$ cat src/rtl/dpsram_if.sv
// Request/response bundle for the dual-port SRAM: one write port and one read port.
// The memory is the slave side; a requester uses the master side.
interface dpsram_if #(
  parameter int BW_DATA = 32,
  parameter int BW_ADDR = 5
);
  logic                   i_wr_cen;
  logic [BW_ADDR-1:0]     i_wr_addr;
  logic [BW_DATA-1:0]     i_wr_data;
  logic [BW_DATA/8-1:0]   i_wr_be;
  logic                   i_rd_cen;
  logic [BW_ADDR-1:0]     i_rd_addr;
  logic [BW_DATA-1:0]     o_rd_data;
  logic                   o_rd_valid;
  logic                   o_init_busy;

  modport master (
    output i_wr_cen, i_wr_addr, i_wr_data, i_wr_be, i_rd_cen, i_rd_addr,
    input  o_rd_data, o_rd_valid, o_init_busy
  );

  modport slave (
    input  i_wr_cen, i_wr_addr, i_wr_data, i_wr_be, i_rd_cen, i_rd_addr,
    output o_rd_data, o_rd_valid, o_init_busy
  );
endinterface

$ cat src/rtl/dpsram.sv
// Simple dual-port SRAM with byte enables, a post-reset clear sweep, selectable
// read latency (1 or 2) and selectable read-during-write policy.
module dpsram #(
  parameter int BW_DATA  = 32,
  parameter int BW_ADDR  = 5,
  parameter int RD_LAT   = 1,
  parameter int WR_FIRST = 1
) (
  input  logic     i_clk,
  input  logic     i_rstn,
  dpsram_if.slave  bus
);
  localparam int DEPTH = 2**BW_ADDR;
  localparam int NB    = BW_DATA / 8;

  typedef enum logic {INIT, READY} state_t;

  state_t               state_reg;
  logic [BW_ADDR-1:0]   clr_cnt_reg;
  logic                 init_busy_reg;
  logic                 rd_valid_reg;
  logic                 in_init;
  logic                 wr_en;
  logic                 rd_en;
  logic                 same_addr;
  logic [BW_ADDR-1:0]   mem_addr;
  logic [BW_DATA-1:0]   rd_word;

  always_ff @(posedge i_clk or negedge i_rstn) begin
    if (!i_rstn) begin
      state_reg     <= INIT;
      clr_cnt_reg   <= '0;
      init_busy_reg <= 1'b1;
    end else begin
      case (state_reg)
        INIT: begin
          clr_cnt_reg <= clr_cnt_reg + 1'b1;
          if (clr_cnt_reg == {BW_ADDR{1'b1}}) begin
            state_reg     <= READY;
            init_busy_reg <= 1'b0;
          end
        end
        READY: begin
          state_reg <= READY;
        end
      endcase
    end
  end

  assign in_init   = (state_reg == INIT);
  assign wr_en     = !in_init && bus.i_wr_cen;
  assign rd_en     = !in_init && bus.i_rd_cen;
  assign same_addr = wr_en && (bus.i_wr_addr == bus.i_rd_addr);
  // The clear sweep borrows the write port, so user requests are simply masked.
  assign mem_addr  = in_init ? clr_cnt_reg : bus.i_wr_addr;

  genvar gi;
  generate
    for (gi = 0; gi < NB; gi++) begin : g_lane
      logic [7:0] mem [DEPTH];
      logic [7:0] wr_byte;
      logic       lane_we;
      logic [7:0] rd_byte_reg;

      assign wr_byte = in_init ? 8'h00 : bus.i_wr_data[8*gi +: 8];
      assign lane_we = in_init || (wr_en && bus.i_wr_be[gi]);

      always_ff @(posedge i_clk) begin
        if (lane_we)
          mem[mem_addr] <= wr_byte;
      end

      // Array read returns pre-write contents; forwarding gives the new-data policy.
      always_ff @(posedge i_clk or negedge i_rstn) begin
        if (!i_rstn) begin
          rd_byte_reg <= '0;
        end else if (rd_en) begin
          if ((WR_FIRST != 0) && same_addr && bus.i_wr_be[gi])
            rd_byte_reg <= wr_byte;
          else
            rd_byte_reg <= mem[bus.i_rd_addr];
        end
      end

      assign rd_word[8*gi +: 8] = rd_byte_reg;
    end
  endgenerate

  always_ff @(posedge i_clk or negedge i_rstn) begin
    if (!i_rstn)
      rd_valid_reg <= 1'b0;
    else
      rd_valid_reg <= rd_en;
  end

  generate
    if (RD_LAT == 2) begin : g_lat2
      logic [BW_DATA-1:0] out_data_reg;
      logic               out_valid_reg;

      always_ff @(posedge i_clk or negedge i_rstn) begin
        if (!i_rstn) begin
          out_data_reg  <= '0;
          out_valid_reg <= 1'b0;
        end else begin
          out_valid_reg <= rd_valid_reg;
          if (rd_valid_reg)
            out_data_reg <= rd_word;
        end
      end

      assign bus.o_rd_data  = out_data_reg;
      assign bus.o_rd_valid = out_valid_reg;
    end else begin : g_lat1
      assign bus.o_rd_data  = rd_word;
      assign bus.o_rd_valid = rd_valid_reg;
    end
  endgenerate

  assign bus.o_init_busy = init_busy_reg;
endmodule

$ cat src/flat_wrapper.sv
// flat-port wrapper written by rule: the top's interface ports become plain ports
module dpsram_flat 
#(
  parameter int BW_DATA  = 32,
  parameter int BW_ADDR  = 5,
  parameter int RD_LAT   = 1,
  parameter int WR_FIRST = 1
)
  (i_clk, i_rstn, bus_i_wr_cen, bus_i_wr_addr, bus_i_wr_data, bus_i_wr_be, bus_i_rd_cen, bus_i_rd_addr, bus_o_rd_data, bus_o_rd_valid, bus_o_init_busy);
  dpsram_if #(.BW_DATA(BW_DATA), .BW_ADDR(BW_ADDR)) bus_i ();
  input  logic i_clk;
  input  logic i_rstn;
  input wire logic [$bits(bus_i.i_wr_cen)-1:0] bus_i_wr_cen;
  input wire logic [$bits(bus_i.i_wr_addr)-1:0] bus_i_wr_addr;
  input wire logic [$bits(bus_i.i_wr_data)-1:0] bus_i_wr_data;
  input wire logic [$bits(bus_i.i_wr_be)-1:0] bus_i_wr_be;
  input wire logic [$bits(bus_i.i_rd_cen)-1:0] bus_i_rd_cen;
  input wire logic [$bits(bus_i.i_rd_addr)-1:0] bus_i_rd_addr;
  output wire logic [$bits(bus_i.o_rd_data)-1:0] bus_o_rd_data;
  output wire logic [$bits(bus_i.o_rd_valid)-1:0] bus_o_rd_valid;
  output wire logic [$bits(bus_i.o_init_busy)-1:0] bus_o_init_busy;
  assign bus_i.i_wr_cen = bus_i_wr_cen;
  assign bus_i.i_wr_addr = bus_i_wr_addr;
  assign bus_i.i_wr_data = bus_i_wr_data;
  assign bus_i.i_wr_be = bus_i_wr_be;
  assign bus_i.i_rd_cen = bus_i_rd_cen;
  assign bus_i.i_rd_addr = bus_i_rd_addr;
  assign bus_o_rd_data = bus_i.o_rd_data;
  assign bus_o_rd_valid = bus_i.o_rd_valid;
  assign bus_o_init_busy = bus_i.o_init_busy;
  dpsram #(.BW_DATA(BW_DATA), .BW_ADDR(BW_ADDR), .RD_LAT(RD_LAT), .WR_FIRST(WR_FIRST)) u_core (.i_clk(i_clk), .i_rstn(i_rstn), .bus(bus_i));
endmodule
$ cat config.mk
export PLATFORM = sky130hd
export DESIGN_NAME = dpsram_flat
export DESIGN_NICKNAME = d
export VERILOG_FILES = /design/src/rtl/dpsram_if.sv /design/src/rtl/dpsram.sv /design/src/flat_wrapper.sv
export SDC_FILE = /design/constraint.sdc
export NUM_CORES = 1
export LEC_CHECK = 0
export CELL_PAD_IN_SITES_DETAIL_PLACEMENT = 0
export CELL_PAD_IN_SITES_GLOBAL_PLACEMENT = 2
export CORE_UTILIZATION = 48
export DETAILED_ROUTE_END_ITERATION = 10
export PLACE_DENSITY_LB_ADDON = 0.1
export SYNTH_ARGS = -nofsm -noshare
export SYNTH_HDL_FRONTEND = slang
export SYNTH_SLANG_ARGS = --single-unit
$ cat constraint.sdc
create_clock -name i_clk -period 2.9 [get_ports i_clk]
set_input_delay 0.58 -clock i_clk [delete_from_list [all_inputs] [get_ports i_clk]]
set_output_delay 0.58 -clock i_clk [all_outputs]
set_load 0.05 [all_outputs]
==> impl_metrics.toml <==
[placement]
postPlaceCellArea_mm2 = 0.0465
dp_cells = 3713
port_buffers = 83
gp_congestion = 0.820
hpwl_um = 74400

[grt]
overflow = 0
grt_first_pass_wirelength_um = 163000
grt_max_degree = 37
antenna_found_initial = 3
track_usage_pct = 25.5
grt_pass1_vias = 23300

[sta]
fin_setup_tns_ns = 0
worstMarginPinSlew_ns = 1.35
relSlewSlack_pct = 9.50
whs_ns = 0.0863
fmaxAchievable_ghz = 0.374
rsz0062_at_grt = "false"
drv_slew = 0
fin_skew_ns = 0.0203
final-setup-viol-count = 0
final.period_utilization_pct = 92.1
min_period_ns = 2.67
finalHoldViolCount = 0

[synthesis]
synth_flop_cell = "edfxtp_1"
ys_seq_area_share_pct = 75.2
syn_nets = 2367
ys_async_sr_fraction_pct = 3.76
synth_area_per_cell_um2 = 18.2
ys_seq_elements = 1064
syn_inst = 2315
netlist_area_mm2 = 0.0422
ys_types = 46
yosysWarnings = 0
synth_edf_count = 1024

[cts]
cts_root_buf = "clkbuf_16"
cts_tree = "yes"
cts_sinks = 1064
cts_setup_buffers = 0
clk_pin_slew_ns = 0.06
clock_insertion_delay_worst_skew_ns = 0.67
cts_hold_buffers = 0
clockBufferDepth = 3
cts_max_level = 3
post_cts_resized = 0
cts_buffers = 107

[die]
die_w_um = 299
die_area_mm2 = 0.0892
rows = 108
io-pin-count = 84
die-height_um = 299
start_util_pct = 48.5
fp.coreArea_mm2 = 0.0870

[power_and_ir_drop]
power.leakage_nw = 17.0
fin_total_pwr_mw = 32.4
power_density_mw_per_mm2 = 651
ir_drop_mv = 0.492

[critical_path]
worstSetupStartpointType = "flip-flop"
reg2reg_slack_ns = 0.27
r2r-start = "u_core.state_reg"
cpLargestDelayFamily = "buffers and inverters"
rr_endpoint = "u_core.g_lane[0].rd_byte_reg[7]"
crit_required_ns = 2.32
arrival_ns = 2.09
worst-path-max-fanout = 2
path_buf_inv = 1
worstSetupEndpointType = "primary output"
worstSetupPathType = "flip-flop to primary output"
cp_slowest_cell = "clkdlybuf4s50_1"
crit_chain = "clkdlybuf4s50_1"
reg2reg_depth = 7
worst_path_largest_cell_delay_ns = 0.82

[worst_hold_path]
holdCritPathClass = "input pin to async pin"

[layout]
drive_above_1_share_pct = 23.4
area_growth_pct = 18.0
design_area_mm2 = 0.0498
nets = 2719
fin_cells = 3906
final_common_cell = "edfxtp_1"
num_antenna_cells = 0
fill_cells = 6732
largest_reg_flops = 1024
final_cell_mix = "edfxtp_1, buf_4, mux2i_1, nor3_1, mux4_2"

[route]
first_iter_violations = 2185
drtPass1Iterations = 6
avgRoutedWirePerCell_um = 28.8
vias = 22900
viasPerCell = 5.86
drt-total-wl_um = 113000
drc = 0
ant_nets = 0

[job]
maxCapViolations = 0

[status]
status = "completed"
-- metal layers --
layer  GRT usage (%)  part of all wire (%)  vias up
li1                -                     -    10000
met1            36.7                    43    11900
met2            40.3                    48      791
met3            4.70                   6.9      155
met4            6.56                   2.5        4
met5               0                 0.024        -
-- synthesized netlist by cell type (all sizes together) (2+ instances only) --
library cell | instances | area share, %
a211oi | 6 | 0.11
xnor2 | 5 | 0.15
nor3 | 158 | 1.9
mux2 | 3 | 0.089
mux2i | 260 | 6.2
nor2b | 8 | 0.12
mux4 | 142 | 7.6
nand4 | 8 | 0.15
and3 | 4 | 0.059
xor2 | 3 | 0.062
nor2 | 39 | 0.35
and2 | 38 | 0.56
a21oi | 32 | 0.38
dfrtp | 39 | 2.3
buf | 82 | 1.2
o21ai | 65 | 0.77
or3 | 4 | 0.059
a22oi | 111 | 2.0
edfxtp | 1024 | 73
inv | 5 | 0.044
or2 | 2 | 0.030
clkbuf | 76 | 0.68
a32o | 2 | 0.047
a22o | 14 | 0.29
ha | 2 | 0.059
nand2b | 2 | 0.030
nand3 | 88 | 1.0
nand2 | 85 | 0.76
-- cell type report --
| class | count | area (um2) | share of cell area, % |
|---|---|---|---|
| Sequential cell | 1064 | 31800 | 63.7 |
| Multi-Input combinational cell | 1088 | 9750 | 19.6 |
| Inverter | 5 | 18.8 | 0.0376 |
| Clock inverter | 55 | 385 | 0.773 |
| Clock buffer | 138 | 2940 | 5.90 |
| Timing Repair Buffer | 401 | 3560 | 7.15 |
| Tap cell | 1155 | 1450 | 2.90 |
-- cell families after synthesis --
logic type	count (synthesis)	synth area share, %
compound gates	237	3.70
xor+xnor	8	0.210
fa+ha+maj	2	0.0592
buf+inv	163	1.96
flops	1064	75.2
mux	405	13.8
simple gates	436	5.08
-- where the power goes --
| group | internal, mW | leakage [nW] | switching, mW |
|---|---|---|---|
| sequential | 16.9 | 9.71 | 0.0537 |
| clock | 7.53 | 1.64 | 5.58 |
| combinational | 0.835 | 5.64 | 1.51 |
-- per-stage QoR --
step	worst slack [ns]	utilization, %
4_1_cts	0.204	57.3
3_3_place_gp	-0.228	53.5
3_5_place_dp	-0.245	53.5
6_report	0.229	57.3
2_1_floorplan	0.472	-
5_1_grt	0.128	57.3
-- worst max-delay path by stage --
stage | startpoint | to | slack [ns] | cells after the start
5_1_grt | u_core.state_reg | u_core.g_lane[0].rd_byte_reg[4] | 0.13 | 8
4_1_cts | u_core.bus.o_init_busy | bus_o_init_busy | 0.20 | 1
2_1_floorplan | u_core.state_reg | u_core.g_lane[0].mem[26][0] | 0.47 | 8
6_report | u_core.bus.o_init_busy | bus_o_init_busy | 0.23 | 1
3_3_place_gp | bus_i_wr_addr[2] | u_core.g_lane[1].mem[19][7] | -0.23 | 5
3_5_place_dp | bus_i_rd_addr[4] | u_core.g_lane[1].rd_byte_reg[4] | -0.24 | 8
(Power assumes the default switching activity.)
